$ cat src/rtl/sel_scan_seq_if.sv
// rtl/sel_scan_seq_if.sv - request/select bundle between scan controller and sel_scan_seq
// Purpose: groups the scan request inputs and the select/status outputs.
// Optional macro: SCAN_REVERSE_DIR_EN adds the dir signal.
// Signals:
//   start, stop, mode, ch_mask[7:0], dwell[DWELL_W-1:0], dir  : controller -> sequencer
//   sel1, sel2, sel3, valid, busy, done                       : sequencer -> controller/decoder
// Modports: master = scan controller, slave = sequencer.
interface sel_scan_seq_if #(
  parameter int DWELL_W = 8
);
  logic               start;
  logic               stop;
  logic               mode;
  logic [7:0]         ch_mask;
  logic [DWELL_W-1:0] dwell;
`ifdef SCAN_REVERSE_DIR_EN
  logic               dir;
`endif
  logic               sel1;
  logic               sel2;
  logic               sel3;
  logic               valid;
  logic               busy;
  logic               done;

  modport master (
`ifdef SCAN_REVERSE_DIR_EN
    output dir,
`endif
    output start, stop, mode, ch_mask, dwell,
    input  sel1, sel2, sel3, valid, busy, done
  );

  modport slave (
`ifdef SCAN_REVERSE_DIR_EN
    input  dir,
`endif
    input  start, stop, mode, ch_mask, dwell,
    output sel1, sel2, sel3, valid, busy, done
  );
endinterface

$ cat src/rtl/sel_scan_seq.sv
// rtl/sel_scan_seq.sv - channel select sequencer feeding a 3-to-8 one-hot decoder
// Purpose: walks the enabled channels of a latched mask, holding each for
//   dwell+1 cycles, as a single sweep or continuously; done pulses at the
//   end of a single sweep or on a start with an empty mask.
// Optional macro: SCAN_REVERSE_DIR_EN enables the dir input (1 = descending scan).
// Ports:
//   clk  : clock, rising edge
//   rst  : synchronous active-high reset
//   bus  : sel_scan_seq_if.slave (start/stop/mode/ch_mask/dwell[/dir] in,
//          sel1/sel2/sel3/valid/busy/done out, all outputs registered)
module sel_scan_seq #(
  parameter int DWELL_W = 8
) (
  input  logic           clk,
  input  logic           rst,
  sel_scan_seq_if.slave  bus
);

  typedef enum logic {IDLE, SCAN} state_t;

  state_t             state_q, state_d;
  logic [2:0]         ch_q, ch_d;
  logic [DWELL_W-1:0] cnt_q, cnt_d;
  logic [7:0]         mask_q, mask_d;
  logic [DWELL_W-1:0] dwell_q, dwell_d;
  logic               mode_q, mode_d;
  logic               valid_q, valid_d;
  logic               busy_q, busy_d;
  logic               done_q, done_d;

  logic               start_desc;
  logic               scan_desc;

`ifdef SCAN_REVERSE_DIR_EN
  logic               dir_q, dir_d;
  assign start_desc = bus.dir;
  assign scan_desc  = dir_q;
`else
  assign start_desc = 1'b0;
  assign scan_desc  = 1'b0;
`endif

  // Lowest enabled channel (highest when descending).
  function automatic logic [2:0] first_ch(input logic [7:0] m, input logic desc);
    logic [2:0] r;
    r = 3'd0;
    for (int i = 7; i >= 0; i--) begin
      if (!desc && m[i]) r = 3'(i);
    end
    for (int i = 0; i < 8; i++) begin
      if (desc && m[i]) r = 3'(i);
    end
    return r;
  endfunction

  // {found, index} of the next enabled channel beyond cur in scan direction.
  function automatic logic [3:0] next_ch(input logic [7:0] m, input logic [2:0] cur,
                                         input logic desc);
    logic [3:0] r;
    r = 4'd0;
    for (int i = 7; i >= 0; i--) begin
      if (!desc && m[i] && (i > int'(cur))) r = {1'b1, 3'(i)};
    end
    for (int i = 0; i < 8; i++) begin
      if (desc && m[i] && (i < int'(cur))) r = {1'b1, 3'(i)};
    end
    return r;
  endfunction

  logic [2:0] first_start;
  logic [2:0] first_scan;
  logic [3:0] nxt;

  assign first_start = first_ch(bus.ch_mask, start_desc);
  assign first_scan  = first_ch(mask_q, scan_desc);
  assign nxt         = next_ch(mask_q, ch_q, scan_desc);

  always_comb begin
    state_d = state_q;
    ch_d    = ch_q;
    cnt_d   = cnt_q;
    mask_d  = mask_q;
    dwell_d = dwell_q;
    mode_d  = mode_q;
    valid_d = valid_q;
    busy_d  = busy_q;
    done_d  = 1'b0;
`ifdef SCAN_REVERSE_DIR_EN
    dir_d   = dir_q;
`endif
    case (state_q)
      IDLE: begin
        valid_d = 1'b0;
        busy_d  = 1'b0;
        ch_d    = 3'd0;
        if (bus.start && !bus.stop) begin
          if (bus.ch_mask != 8'd0) begin
            state_d = SCAN;
            mask_d  = bus.ch_mask;
            dwell_d = bus.dwell;
            mode_d  = bus.mode;
`ifdef SCAN_REVERSE_DIR_EN
            dir_d   = bus.dir;
`endif
            ch_d    = first_start;
            cnt_d   = bus.dwell;
            valid_d = 1'b1;
            busy_d  = 1'b1;
          end else begin
            done_d = 1'b1;
          end
        end
      end
      SCAN: begin
        if (bus.stop) begin
          state_d = IDLE;
          valid_d = 1'b0;
          busy_d  = 1'b0;
          ch_d    = 3'd0;
        end else if (cnt_q != '0) begin
          cnt_d = cnt_q - DWELL_W'(1);
        end else if (nxt[3]) begin
          ch_d  = nxt[2:0];
          cnt_d = dwell_q;
        end else if (mode_q) begin
          // Continuous: wrap with no gap; a single-channel mask just reloads.
          ch_d  = first_scan;
          cnt_d = dwell_q;
        end else begin
          state_d = IDLE;
          valid_d = 1'b0;
          busy_d  = 1'b0;
          ch_d    = 3'd0;
          done_d  = 1'b1;
        end
      end
      default: state_d = IDLE;
    endcase
  end

  always_ff @(posedge clk) begin
    if (rst) begin
      state_q <= IDLE;
      ch_q    <= 3'd0;
      cnt_q   <= '0;
      mask_q  <= 8'd0;
      dwell_q <= '0;
      mode_q  <= 1'b0;
      valid_q <= 1'b0;
      busy_q  <= 1'b0;
      done_q  <= 1'b0;
`ifdef SCAN_REVERSE_DIR_EN
      dir_q   <= 1'b0;
`endif
    end else begin
      state_q <= state_d;
      ch_q    <= ch_d;
      cnt_q   <= cnt_d;
      mask_q  <= mask_d;
      dwell_q <= dwell_d;
      mode_q  <= mode_d;
      valid_q <= valid_d;
      busy_q  <= busy_d;
      done_q  <= done_d;
`ifdef SCAN_REVERSE_DIR_EN
      dir_q   <= dir_d;
`endif
    end
  end

  assign bus.sel1  = ch_q[2];
  assign bus.sel2  = ch_q[1];
  assign bus.sel3  = ch_q[0];
  assign bus.valid = valid_q;
  assign bus.busy  = busy_q;
  assign bus.done  = done_q;

endmodule

$ cat src/flat_wrapper.sv
// flat-port wrapper written by rule: the top's interface ports become plain ports
module sel_scan_seq_flat 
#(
  parameter int DWELL_W = 8
)
  (clk, rst, bus_start, bus_stop, bus_mode, bus_ch_mask, bus_dwell, bus_sel1, bus_sel2, bus_sel3, bus_valid, bus_busy, bus_done);
  sel_scan_seq_if #(.DWELL_W(DWELL_W)) bus_i ();
  input  logic clk;
  input  logic rst;
  input wire logic [$bits(bus_i.start)-1:0] bus_start;
  input wire logic [$bits(bus_i.stop)-1:0] bus_stop;
  input wire logic [$bits(bus_i.mode)-1:0] bus_mode;
  input wire logic [$bits(bus_i.ch_mask)-1:0] bus_ch_mask;
  input wire logic [$bits(bus_i.dwell)-1:0] bus_dwell;
  output wire logic [$bits(bus_i.sel1)-1:0] bus_sel1;
  output wire logic [$bits(bus_i.sel2)-1:0] bus_sel2;
  output wire logic [$bits(bus_i.sel3)-1:0] bus_sel3;
  output wire logic [$bits(bus_i.valid)-1:0] bus_valid;
  output wire logic [$bits(bus_i.busy)-1:0] bus_busy;
  output wire logic [$bits(bus_i.done)-1:0] bus_done;
  assign bus_i.start = bus_start;
  assign bus_i.stop = bus_stop;
  assign bus_i.mode = bus_mode;
  assign bus_i.ch_mask = bus_ch_mask;
  assign bus_i.dwell = bus_dwell;
  assign bus_sel1 = bus_i.sel1;
  assign bus_sel2 = bus_i.sel2;
  assign bus_sel3 = bus_i.sel3;
  assign bus_valid = bus_i.valid;
  assign bus_busy = bus_i.busy;
  assign bus_done = bus_i.done;
  sel_scan_seq #(.DWELL_W(DWELL_W)) u_core (.clk(clk), .rst(rst), .bus(bus_i));
endmodule
$ cat config.mk
export PLATFORM = sky130hd
export DESIGN_NAME = sel_scan_seq_flat
export DESIGN_NICKNAME = d
export VERILOG_FILES = /design/src/rtl/sel_scan_seq_if.sv /design/src/rtl/sel_scan_seq.sv /design/src/flat_wrapper.sv
export SDC_FILE = /design/constraint.sdc
export NUM_CORES = 1
export LEC_CHECK = 0
export CAP_MARGIN = 20
export CORE_MARGIN = 2
export CORE_UTILIZATION = 55
export DETAILED_ROUTE_END_ITERATION = 8
export PLACE_DENSITY_LB_ADDON = 0.15
export SLEW_MARGIN = 25
export SYNTH_ARGS = -nofsm -noshare
export SYNTH_HDL_FRONTEND = slang
export SYNTH_SLANG_ARGS = --single-unit
$ cat constraint.sdc
create_clock -name clk -period 4.2 [get_ports clk]
set_clock_uncertainty 0.1 [all_clocks]
set_input_delay 0.84 -clock clk [delete_from_list [all_inputs] [get_ports clk]]
set_output_delay 0.84 -clock clk [all_outputs]
set_load 0.01 [all_outputs]
==> metrics <==
Detailed Routing Iterations Pass 1 6; first-pass GRT wire length between 6000 and 7000 µm; Pint ~480 µW; PostCTS Resize Cnt 0; clock power share 23.2%; Crit path max-delay family compound AO/OA/AOI/OAI gates; clock latency of the later-clocked register in the worst-skew pair roughly 340 ps; count of flip-flops with a built-in enable after synthesis 0; required time worst endpoint about 4300 ps; Finished Core Util a little over two thirds; sum of buffers and inverters on the critical path 1; data arrival time of the critical path ~3100 ps; worst-path cell with the longest stage delay sky130_fd_sc_hd__nor4_1; proportion of synthesized flip-flops having asynchronous set or reset 0%; slew at the pin closest to its max-slew limit 833 ps; Place WS between 800 and 900 ps; Hold Path Class reg -> reg; number of sinks driven by the clock tree 31; DIE WIDTH slightly above 60 µm; Die ar. roughly 3800 µm²; routed via count divided by cell count about 5.6; part of the Yosys area used for sequential elements around 34%; Num CTS Buffers 5; Max Root-Sink Buffers 2; list of cells traversed by the critical path clkdlybuf4s50_1 > nor4_1 > a21bo_2 > nand2_1 > o31a_4 > nor3b_1 > a22o_1; final net count 289; switching part of the total power between 30% and 40%; CTS Hold Bufs 0; Initial Util roughly 59%; Worst VDD drop roughly 0.24 mV; worst min-delay path startpoint u_core.dwell_q[1]$_SDFFE_PP0P_; per-instance average area after synthesis around 7.5 µm²; Finish-stage setup viols 0; # H-tree levels 2; Sequential Power Share a little under half; All-Layer GR Usage between 20% and 30%; Leakage Power between 0.7 and 0.8 nW; CTS tree yes; final wirelength roughly 4200 µm; maximum net fanout on the critical path 20; crit share post-route between 70% and 80%; area growth from synthesis to final layout 17.4%; Pwr per Cell Area about 340 nW/µm²; Syn Inst Count about 250; I/O pin count 27; initial antenna violation count 0; worst stage delay on the critical path 580 ps; Final Hold Violating Endpoints 0; count of cells along the worst hold path 2; time the final worst path needs with I/O delays and setup about 3000 ps; Worst Reg-to-Reg Cells 6; proportion of layout cells with a drive suffix above 1 8.99%; net count of the mapped netlist around 270; via count of the first global-routing pass 1503; terminating pin of the worst hold path u_core.dwell_q[1]$_SDFFE_PP0P_; total setup buffers inserted after CTS 0; Critical Setup Path Class in -> reg; prevailing post-synth register cell sky130_fd_sc_hd__dfxtp_1; DR vias between 1500 and 2000; last weighted congestion value of the routability-driven placer between 0.9 and 1; Clock Pin Slew Worst Setup and Hold Paths 100 ps; maximum number of pins on one net before global-route repair 22; run status complete, no violations; RSZ-0062 raised after global routing no; number of max-slew violations in the final report 0; startpoint types primary input; Detailed Place HPWL about 3000 µm; nature of the critical path endpoint flop; Residual DRC 0; root buffer selected by CTS sky130_fd_sc_hd__clkbuf_4; area of the mapped netlist between 1500 and 2000 µm²; grt ovf 0; Row Count 20; Floorplan Core Area slightly above 3000 µm²; Hold WS 363 ps; beginning of the worst register-to-register path u_core.cnt_q[2]$_SDFFE_PP0P_; Total Neg Setup Slack 0 ps; IO buf count 26; die height between 60 and 70 µm; post-synthesis register bit count 31; number of synthesis warnings 0; min setup slack post-route 1210 ps; net switching power between 200 and 250 µW; number of placed instances, taps included around 300; Worst R2R End u_core.cnt_q[7]$_SDFFE_PP0P_; number of inserted diodes 0; WL per Instance 13.5 µm; max_slew headroom 44.0%; distinct cell type count of the synthesized netlist a little under 50; Max Cap Violations 0; R2R Setup Slk ~1300 ps; antenna violation net count after detailed routing 0; achievable clock frequency about 0.33 GHz; final standard cell count with taps included and fillers excluded just over 300; number of violations reported at the end of detailed-routing iteration 0 around 190; fraction of power consumed by combinational cells between 20% and 30%
## worst register-to-register path: stages (launching register included)
cell and delay, ps:
sky130_fd_sc_hd__dfxtp_1 380, sky130_fd_sc_hd__or4_1 670, sky130_fd_sc_hd__or3_4 430, sky130_fd_sc_hd__or4_4 430, sky130_fd_sc_hd__o31a_4 380, sky130_fd_sc_hd__nor3b_1 170
sky130_fd_sc_hd__a22o_1 220
## routing by layer
layer | up-vias | part of all wire, % | track usage [%]
li1 | 908 | - | -
met1 | 765 | 50 | 36.5
met2 | 68 | 41 | 32.6
met3 | 8 | 6.8 | 6.63
met4 | 0 | 1.6 | 10.0
met5 | - | 0 | 0
## how the worst max path moves through the flow
stage	startpoint	endpoint	slack (ps)	cells past startpoint
floorplan	u_core.cnt_q[2]$_SDFFE_PP0P_	u_core.cnt_q[6]$_SDFFE_PP0P_	1560	8
global placement	bus_ch_mask[0]	u_core.cnt_q[7]$_SDFFE_PP0P_	980	7
detailed placement	bus_ch_mask[7]	u_core.cnt_q[7]$_SDFFE_PP0P_	890	7
CTS	bus_ch_mask[7]	u_core.cnt_q[7]$_SDFFE_PP0P_	1260	7
global route	bus_ch_mask[7]	u_core.cnt_q[7]$_SDFFE_PP0P_	1110	7
finish	bus_ch_mask[7]	u_core.cnt_q[7]$_SDFFE_PP0P_	1210	7
## power by group through the flow
stage	Combinational (mW)	Sequential (mW)	Clock, mW
3_5_place_dp	0.217	0.349	0
5_1_grt	0.243	0.347	0.187
2_1_floorplan	0.170	0.336	0
3_3_place_gp	0.214	0.349	0
4_1_cts	0.218	0.342	0.174
6_report	0.219	0.343	0.169
## Yosys cell counts, types with 2 or more instances
master                     number  area (µm²)
sky130_fd_sc_hd__inv_1          5        18.8
sky130_fd_sc_hd__clkbuf_1      12        45.0
sky130_fd_sc_hd__dfxtp_1       31         621
sky130_fd_sc_hd__nand4_1        2        12.5
sky130_fd_sc_hd__nor2_1        27         101
sky130_fd_sc_hd__mux2i_1        6        60.1
sky130_fd_sc_hd__ha_1           2        25.0
sky130_fd_sc_hd__xnor2_1        2        17.5
sky130_fd_sc_hd__a31oi_1        3        18.8
sky130_fd_sc_hd__o31ai_1        2        15.0
sky130_fd_sc_hd__nand3_1        3        15.0
sky130_fd_sc_hd__a211oi_1       2        15.0
sky130_fd_sc_hd__nor2b_1        8        50.1
sky130_fd_sc_hd__a21oi_1       27         135
sky130_fd_sc_hd__a211oi_2       6        75.1
sky130_fd_sc_hd__o21ai_0       12        60.1
sky130_fd_sc_hd__nand2_1       48         180
sky130_fd_sc_hd__o21bai_1       2        15.0
sky130_fd_sc_hd__nor4_1         2        12.5
sky130_fd_sc_hd__nand2b_1       5        31.3
sky130_fd_sc_hd__nor3_1         8        40.0
sky130_fd_sc_hd__nor3b_1        2        15.0
sky130_fd_sc_hd__o22ai_1        2        12.5
## cell families after synthesis
logic type | count (synthesis) | share of synthesized area [%]
DFF | 31 | 33.8
and+or+nand+nor | 109 | 26.9
adders and majority gates | 2 | 1.36
xor gates and xnor gates | 3 | 1.43
buffers and inverters | 20 | 4.77
AOI/OAI and AO/OA | 73 | 27.8
muxes | 7 | 3.89
## layout by cell type, fill, tap and decap left out, types with 2 or more instances in the layout
cell type                         Yosys  routed
sky130_fd_sc_hd__a211oi_1             2       2
sky130_fd_sc_hd__a211oi_2             6       6
sky130_fd_sc_hd__a21oi_1             27      27
sky130_fd_sc_hd__a31oi_1              3       3
sky130_fd_sc_hd__buf_4                1       3
sky130_fd_sc_hd__clkbuf_1            12       2
sky130_fd_sc_hd__clkbuf_4             0       5
sky130_fd_sc_hd__clkdlybuf4s50_1      0      26
sky130_fd_sc_hd__dfxtp_1             31      31
sky130_fd_sc_hd__ha_1                 2       2
sky130_fd_sc_hd__inv_1                5       5
sky130_fd_sc_hd__mux2i_1              6       6
sky130_fd_sc_hd__nand2_1             48      48
sky130_fd_sc_hd__nand2b_1             5       5
sky130_fd_sc_hd__nand3_1              3       3
sky130_fd_sc_hd__nand4_1              2       2
sky130_fd_sc_hd__nor2_1              27      27
sky130_fd_sc_hd__nor2b_1              8       8
sky130_fd_sc_hd__nor3_1               8       8
sky130_fd_sc_hd__nor3b_1              2       2
sky130_fd_sc_hd__nor4_1               2       2
sky130_fd_sc_hd__o21ai_0             12      12
sky130_fd_sc_hd__o21bai_1             2       2
sky130_fd_sc_hd__o22ai_1              2       2
sky130_fd_sc_hd__o31ai_1              2       2
sky130_fd_sc_hd__xnor2_1              2       2
## stage by stage
| stage | area, µm² | power (mW) |
|---|---|---|
| final | 2150 | 0.731 |
| after global routing | 2150 | 0.777 |
| after CTS | 2150 | 0.734 |
| after detailed placement | 2100 | 0.566 |
| after global placement | 2100 | 0.563 |
| after floorplan | 1840 | 0.507 |
## final cells by class
cell class / instances / area, µm²
clock buffers: 7 / 45.0
multi-input cells: 194 / 1130
well taps: 44 / 55.1
inverters: 5 / 18.8
repair buffers: 29 / 283
clock inverters: 1 / 5.00
fillers: 301 / 948
flip-flops and latches: 31 / 621
## registers in the layout, indices dropped and copies added (netlist names)
name / cells
u_core.bus.done: 1
u_core.mode_q: 1
u_core.mask_q: 8
u_core.ch_q: 3
u_core.dwell_q: 8
u_core.bus.valid: 1
u_core.state_q: 1
u_core.cnt_q: 8
No activity file was read; power rests on OpenSTA's default activity.
